--- config.mk ---
export PLATFORM = sky130hd
export DESIGN_NAME = iter_muldiv
export DESIGN_NICKNAME = d
export VERILOG_FILES = /design/src/rtl/iter_muldiv.sv
export SDC_FILE = /design/constraint.sdc
export NUM_CORES = 2
export LEC_CHECK = 0
export CORE_MARGIN = 4
export CORE_UTILIZATION = 25
export CTS_CLUSTER_SIZE = 28
export DETAILED_ROUTE_END_ITERATION = 7
export DONT_BUFFER_PORTS = 1
export PLACE_DENSITY_LB_ADDON = 0.15
export REMOVE_ABC_BUFFERS = 1
export SLEW_MARGIN = 30
export SYNTH_ARGS = -nofsm -noshare
export SYNTH_HDL_FRONTEND = slang
export SYNTH_SLANG_ARGS = --single-unit
--- constraint.sdc ---
create_clock -name clk -period 13.2 [get_ports clk]
set_input_delay 1.32 -clock clk [delete_from_list [all_inputs] [get_ports clk]]
set_output_delay 1.32 -clock clk [all_outputs]
set_load 0.05 [all_outputs]
--- src/rtl/iter_muldiv.sv ---
// Iterative HI/LO multiply/divide unit: fixed-latency multiply/accumulate and a
// restoring radix-2 divider, with direct HI/LO writes, flush and done pulse.
module iter_muldiv #(
  parameter int WIDTH   = 32,
  parameter int MUL_LAT = 5
) (
  input  logic             clk,
  input  logic             reset,
  input  logic             start,
  input  logic [2:0]       op,
  input  logic [WIDTH-1:0] a,
  input  logic [WIDTH-1:0] b,
  input  logic             flush,
  input  logic             wr_hi,
  input  logic             wr_lo,
  input  logic [WIDTH-1:0] wdata,
  output logic             busy,
  output logic             done,
  output logic             div_by_zero,
  output logic [WIDTH-1:0] hi,
  output logic [WIDTH-1:0] lo
);

  localparam int CW = 7;

  typedef enum logic [1:0] {IDLE, MUL, DIV, FIX} state_t;

  state_t             state_reg, state_next;
  logic [CW-1:0]      cnt_reg, cnt_next;
  logic [1:0]         mode_reg, mode_next;
  logic [WIDTH-1:0]   a_reg, a_next;
  logic [2*WIDTH-1:0] prod_reg, prod_next;
  logic [WIDTH-1:0]   quo_reg, quo_next;
  logic [WIDTH-1:0]   rem_reg, rem_next;
  logic [WIDTH-1:0]   dvsr_reg, dvsr_next;
  logic               neg_q_reg, neg_q_next;
  logic               neg_r_reg, neg_r_next;
  logic               bzero_reg, bzero_next;
  logic [WIDTH-1:0]   hi_reg, hi_next;
  logic [WIDTH-1:0]   lo_reg, lo_next;
  logic               done_reg, done_next;
  logic               dbz_reg, dbz_next;

  // Operand conditioning at acceptance
  logic               is_signed, is_div, a_neg, b_neg;
  logic [WIDTH-1:0]   a_mag, b_mag;
  logic [2*WIDTH-1:0] a_ext, b_ext, product;

  always_comb begin
    is_signed = ~op[0];
    is_div    = (op[2:1] == 2'b01);
    a_neg     = is_signed & a[WIDTH-1];
    b_neg     = is_signed & b[WIDTH-1];
    a_mag     = a_neg ? (~a + 1'b1) : a;
    b_mag     = b_neg ? (~b + 1'b1) : b;
    a_ext     = {{WIDTH{a_neg}}, a};
    b_ext     = {{WIDTH{b_neg}}, b};
    product   = a_ext * b_ext;
  end

  // Accumulate step and divider step, both working on registered state
  logic [2*WIDTH-1:0] acc, mul_result;
  logic [WIDTH:0]     rem_shift;
  logic               can_sub;
  logic [WIDTH-1:0]   quo_fix, rem_fix;

  always_comb begin
    acc = {hi_reg, lo_reg};
    case (mode_reg)
      2'b10:   mul_result = acc + prod_reg;
      2'b11:   mul_result = acc - prod_reg;
      default: mul_result = prod_reg;
    endcase
    rem_shift = {rem_reg, quo_reg[WIDTH-1]};
    can_sub   = (rem_shift >= {1'b0, dvsr_reg});
    quo_fix   = neg_q_reg ? (~quo_reg + 1'b1) : quo_reg;
    rem_fix   = neg_r_reg ? (~rem_reg + 1'b1) : rem_reg;
  end

  always_ff @(posedge clk) begin
    if (reset) begin
      state_reg <= IDLE;
      cnt_reg   <= '0;
      mode_reg  <= '0;
      a_reg     <= '0;
      prod_reg  <= '0;
      quo_reg   <= '0;
      rem_reg   <= '0;
      dvsr_reg  <= '0;
      neg_q_reg <= 1'b0;
      neg_r_reg <= 1'b0;
      bzero_reg <= 1'b0;
      hi_reg    <= '0;
      lo_reg    <= '0;
      done_reg  <= 1'b0;
      dbz_reg   <= 1'b0;
    end else begin
      state_reg <= state_next;
      cnt_reg   <= cnt_next;
      mode_reg  <= mode_next;
      a_reg     <= a_next;
      prod_reg  <= prod_next;
      quo_reg   <= quo_next;
      rem_reg   <= rem_next;
      dvsr_reg  <= dvsr_next;
      neg_q_reg <= neg_q_next;
      neg_r_reg <= neg_r_next;
      bzero_reg <= bzero_next;
      hi_reg    <= hi_next;
      lo_reg    <= lo_next;
      done_reg  <= done_next;
      dbz_reg   <= dbz_next;
    end
  end

  always_comb begin
    state_next = state_reg;
    cnt_next   = cnt_reg;
    mode_next  = mode_reg;
    a_next     = a_reg;
    prod_next  = prod_reg;
    quo_next   = quo_reg;
    rem_next   = rem_reg;
    dvsr_next  = dvsr_reg;
    neg_q_next = neg_q_reg;
    neg_r_next = neg_r_reg;
    bzero_next = bzero_reg;
    hi_next    = hi_reg;
    lo_next    = lo_reg;
    done_next  = 1'b0;
    dbz_next   = 1'b0;

    case (state_reg)
      IDLE: begin
        // Direct writes and flush both block a start in the same cycle
        if (wr_hi || wr_lo) begin
          if (wr_hi) hi_next = wdata;
          if (wr_lo) lo_next = wdata;
        end else if (start && !flush) begin
          mode_next = op[2:1];
          a_next    = a;
          if (is_div) begin
            state_next = DIV;
            cnt_next   = CW'(WIDTH - 1);
            quo_next   = a_mag;
            rem_next   = '0;
            dvsr_next  = b_mag;
            neg_q_next = a_neg ^ b_neg;
            neg_r_next = a_neg;
            bzero_next = (b == '0);
          end else begin
            state_next = MUL;
            cnt_next   = CW'(MUL_LAT - 1);
            prod_next  = product;
          end
        end
      end

      MUL: begin
        if (flush) begin
          state_next = IDLE;
        end else if (cnt_reg == '0) begin
          {hi_next, lo_next} = mul_result;
          done_next  = 1'b1;
          state_next = IDLE;
        end else begin
          cnt_next = cnt_reg - 1'b1;
        end
      end

      DIV: begin
        if (flush) begin
          state_next = IDLE;
        end else begin
          quo_next = {quo_reg[WIDTH-2:0], can_sub};
          rem_next = can_sub ? (rem_shift[WIDTH-1:0] - dvsr_reg) : rem_shift[WIDTH-1:0];
          if (cnt_reg == '0) state_next = FIX;
          else               cnt_next   = cnt_reg - 1'b1;
        end
      end

      FIX: begin
        if (flush) begin
          state_next = IDLE;
        end else begin
          state_next = IDLE;
          done_next  = 1'b1;
          if (bzero_reg) begin
            lo_next  = '1;
            hi_next  = a_reg;
            dbz_next = 1'b1;
          end else begin
            lo_next = quo_fix;
            hi_next = rem_fix;
          end
        end
      end

      default: state_next = IDLE;
    endcase
  end

  assign busy        = (state_reg != IDLE);
  assign done        = done_reg;
  assign div_by_zero = dbz_reg;
  assign hi          = hi_reg;
  assign lo          = lo_reg;

endmodule

=== After elaboration in Yosys (flattened, before gate mapping) ===
Index checks and enable logic that the tools add are counted.

* Magnitude comparators: 1
* Add/sub/neg operators: 8
* Multipliers: 1
* Equal/unequal tests: 20
* Bitwise gates (word level): 11
* Mux-type cells: 49
* Reductions and logical operators: 20

{| class="wikitable"
|+ Operator list
! kind !! number
|-
| 32-bit 2-to-1 mux || 25
|-
| 32-bit one-hot mux with 3 select lines || 2
|-
| 32-bit by 1-bit adder with 32-bit output (second input constant) || 4
|-
| 32-bit inverter || 4
|-
| 32-bit one-hot mux with 2 select lines || 2
|-
| 64-bit one-hot mux with 2 select lines || 1
|-
| 64-bit adder || 1
|-
| 33-bit by 33-bit multiplier with 64-bit output || 1
|-
| 64-bit subtractor || 1
|-
| 33-bit by 32-bit greater-or-equal comparator with 1-bit output || 1
|-
| 32-bit zero test || 1
|-
| 32-bit subtractor || 1
|-
| 7-bit 2-to-1 mux || 4
|-
| 2-bit != test (second input constant) || 12
|-
| 2-bit 2-to-1 mux || 7
|-
| 7-bit one-hot mux with 2 select lines || 1
|-
| 4-bit AND reduction || 3
|-
| 6-bit AND reduction || 2
|-
| 5-bit AND reduction || 2
|-
| 2-bit equality test (second input constant) || 4
|-
| 2-bit one-hot mux with 4 select lines || 1
|-
| 7-bit zero test || 1
|-
| 7-bit by 1-bit subtractor with 7-bit output (second input constant) || 1
|-
| 3-bit != test (second input constant) || 2
|-
| other kinds (16) || 26
|}

* Output and inout port bits: 67
* Word-level logic and storage cells: 125
* Bits of input ports: 105
* Register bits after elaboration: 272

=== Depth between registers and ports, before layout ===
* Depth in word-level cells: 7
* Gate-level depth with buffers: 35
* Mapped depth without buffers: 29

=== Least setup slack after synthesis ===
OpenSTA, ideal clock, no wires.

* Path type: input port to flip-flop
* From: in a[31]
* To: reg prod_reg[62]
* Data required time: 13.074 ns
* Path slack: 3.380 ns
* Setup time: 0.126 ns
* Stages: 33
* Arrival time: 9.694 ns
* Buffers on the path: 6
* Path through: clkbuf_1 nor2b_1 clkbuf_1 clkbuf_1 clkbuf_1 clkbuf_1 nand2_1 inv_1 fa_1 fa_1 fa_1 inv_1 fa_1 inv_1 fa_1 fa_1 fa_1 inv_1 fa_1 inv_1 ha_1 clkbuf_1 a21o_1 a21o_1 a21oi_1 o21ai_0 a221o_1 a221o_1 nor2_1 o21ai_1 a311oi_1 xor2_1 o21ai_0

* Word-level cells in the longest chain between the ends: 2

{| class="wikitable"
|+ Ends and longest elaborated chain
! item !! line !! RTL
|-
| from (decl) || 11 || <nowiki>input logic [WIDTH-1:0] a,</nowiki>
|-
| 1-bit AND || 52 || <nowiki>a_neg = is_signed & a[WIDTH-1];</nowiki>
|-
| 33-bit by 33-bit multiplier with 64-bit output * || 58 || <nowiki>product = a_ext * b_ext;</nowiki>
|-
| to (signal assigned) || 102 || <nowiki>prod_reg <= prod_next;</nowiki>
|-
| to (decl) || 32 || <nowiki>logic [2*WIDTH-1:0] prod_reg, prod_next;</nowiki>
|}

Every way passes the cells marked *; elsewhere a longest branch is shown, timed or not.
A chain may end at the register's enable or synchronous reset.

=== Final worst setup path ===
* From: in op[0]
* To: reg prod_reg[56]

* Word-level cells in the longest chain between the ends: 3
* Elaborated cells between the ends (all ways): 4
* Those cells by class: mul: 1; bitwise: 3

{| class="wikitable"
|+ Ends and longest elaborated chain
! item !! line !! RTL
|-
| from (decl) || 10 || <nowiki>input logic [2:0] op,</nowiki>
|-
| 1-bit inverter * || 50 || <nowiki>is_signed = ~op[0];</nowiki>
|-
| 1-bit AND (on tied branches) || 52, 53 ||
|-
| 33-bit by 33-bit multiplier with 64-bit output * || 58 ||
|}

Marks and branches as above.

==> reports/metrics.cfg <==
[global_routing]
grt_max_degree = 249
gr-usage-all-layers = 0.182
antenna_found_initial = 19
grt_pass1_wl_um = 337000
overflow = 0
grt_pass1_vias = 50347

[synth]
synthSimpleGateAreaFrac = 0.173
ys_ff_latch = 272
ys_warn_count = 0
synth_top_area_share = 0.382
synth_area_leaders = fa_1, dfxtp_1, inv_1
muxShareOfSynthArea = 0.0103
synth_edf_count = 0
syn-cell-area_sq_mm = 0.0591
synth_area_per_cell_sq_um = 8.30
synthAdderAreaFrac = 0.450
yosysTopAreaCell = fa_1
async_flop_share = 0
synth_ff_type = dfxtp_1
yosysUniqueCellTypes = 89
synth_compound_area_frac = 0.120
ys_seq_area_frac = 0.0922
synth_top_family_by_area = adder cells
synth_cells = 7114
synth_xor_xnor_area_share = 0.0489

[worst_setup_path]
path_depth = 25
worst_r2r_path_depth = 18
path_delay_family = adder cells
crit_required_ps = 13680
path_max_fanout = 18
cpMostUsedCell = fa_1
critical_path_buf_inv_count = 4
reg2reg_setup_slack_ps = 6880
cp-start-kind = input port
path_class = input port to flip-flop
cpMaxStageDelayCell = fa_1
max_stage_delay_ps = 630
end_kind = flip-flop
cp.arrival_ps = 9750

[drt]
firstDrtPassIters = 5
drcViolationCount = 0
drt_iter0_drc = 2790
vias = 46515
avgViaCountPerCell = 4.69
wl_per_cell_um = 22.4
ant_nets = 0
drt_wl_total_um = 222000

[clock_network]
cts.sinks = 272
path_clk_slew_ps = 60
htree_num_levels = 2
numCtsBuffers = 35
cts_tree = yes
clock_latency_ps = 590
cts_resized = 0
cts_hold_buf = 0
cts_setup_buffers = 0
cts_buffer_depth = 3
root_buffer = clkbuf_16

[worst_hold_path]
hold_path_class = flip-flop to flip-flop
whs_path_depth = 2

[floorplanning]
core_sq_mm = 0.235
core.rowCount = 178
die_h_um = 494
initial_utilization = 0.251
ios = 172
dieArea_sq_mm = 0.244
die_width_um = 494

[finish]
synthToLayoutAreaGrowth_pct = 6.36
drive_gt1_frac = 0.0266
nets = 8281
instances_no_fill = 9927
layout_commonest_cell = inv_1
fill_cells = 25699
stdcell_area_sq_mm = 0.0628
layout_common_cells = inv_1, fa_1, nand2_1
largest_reg_flops = 64

[placed_design]
place_area_sq_mm = 0.0616
dp_cells = 9843
io_buffers = 0
gp_congestion = 0.888
hpwl_um = 169000
pre_cts_ws_ps = 3260

[timing]
setup_tns_ps = 0
rsz0062_at_grt = false
skew_ps = 37.1
min_period_over_period = 0.703
maxSlewHeadroom = 0.0490
worst_slew_pin_slew_ps = 1430
finalHoldViolCount = 0
fmax_ghz = 0.108
fin_ws_ps = 3920
setup_viol = 0
drv_slew = 0
min_period_ps = 9280

[status]
outcome = complete, no violations

[flow_run]
cap_violations = 0

logic make-up (layout without fill, tap and decap cells):
logic type / after synthesis / after routing
AO/OA/AOI/OAI: 1113 / 1113
XOR/XNOR: 329 / 329
other: 0 / 22
flip-flops: 272 / 272
multiplexers: 57 / 57
buffers and inverters: 1662 / 1303
adder cells (fa/ha/maj): 1446 / 1446
AND/OR/NAND/NOR: 2235 / 2235
synth_stat cells (all sizes together) (40+ instances only):
cell type	count
a211oi	58
a21o	109
a21oi	401
and2	366
buf	62
clkbuf	386
dfxtp	272
fa	1127
ha	319
inv	1214
nand2	1102
nand2b	40
nand3	47
nor2	403
nor3	75
o21ai	228
o31ai	44
xnor2	186
xor2	143
cell type report:
| type | instances | area (sq um) | share of cell area |
|---|---|---|---|
| Multi-Input combinational cell | 5180 | 47500 | 0.756 |
| Sequential cell | 272 | 5450 | 0.0868 |
| Inverter | 1214 | 4560 | 0.0725 |
| Tap cell | 3150 | 3940 | 0.0627 |
| Clock buffer | 51 | 1020 | 0.0162 |
| Timing Repair Buffer | 27 | 223 | 0.00355 |
| Clock inverter | 11 | 108 | 0.00171 |
| Antenna cell | 22 | 55.1 | 0.000876 |
routing by layer:
metal	vias up	part of all wire	global-route usage
met1	24123	0.48	0.258
met2	831	0.46	0.299
met4	2	0.014	0.0311
met3	140	0.043	0.0226
met5	-	0.000032	0
li1	21419	-	-
tightest hold or removal path, cell delays in order (launching register included):
cell and delay, ps:
dfxtp_1 310, nand2_1 50, a21oi_1 50
worst paths after layout:
| path | end | start |
|---|---|---|
| hold reg to reg | a_reg[28] | a_reg[28] |
| setup reg to reg | hi[9] | prod_reg[2] |
| hold / removal | a_reg[28] | a_reg[28] |
| setup / recovery | prod_reg[56] | op[0] |
per-stage QoR:
step / hold slack, ps / utilization
after floorplan: 430 / -
after global routing: 471 / 0.267
after global placement: 443 / 0.262
after CTS: 455 / 0.267
after detailed placement: 446 / 0.262
final: 455 / 0.267
Power is not shown: default switching activity piles up to over one toggle a cycle in this logic, so the estimate is an artifact.
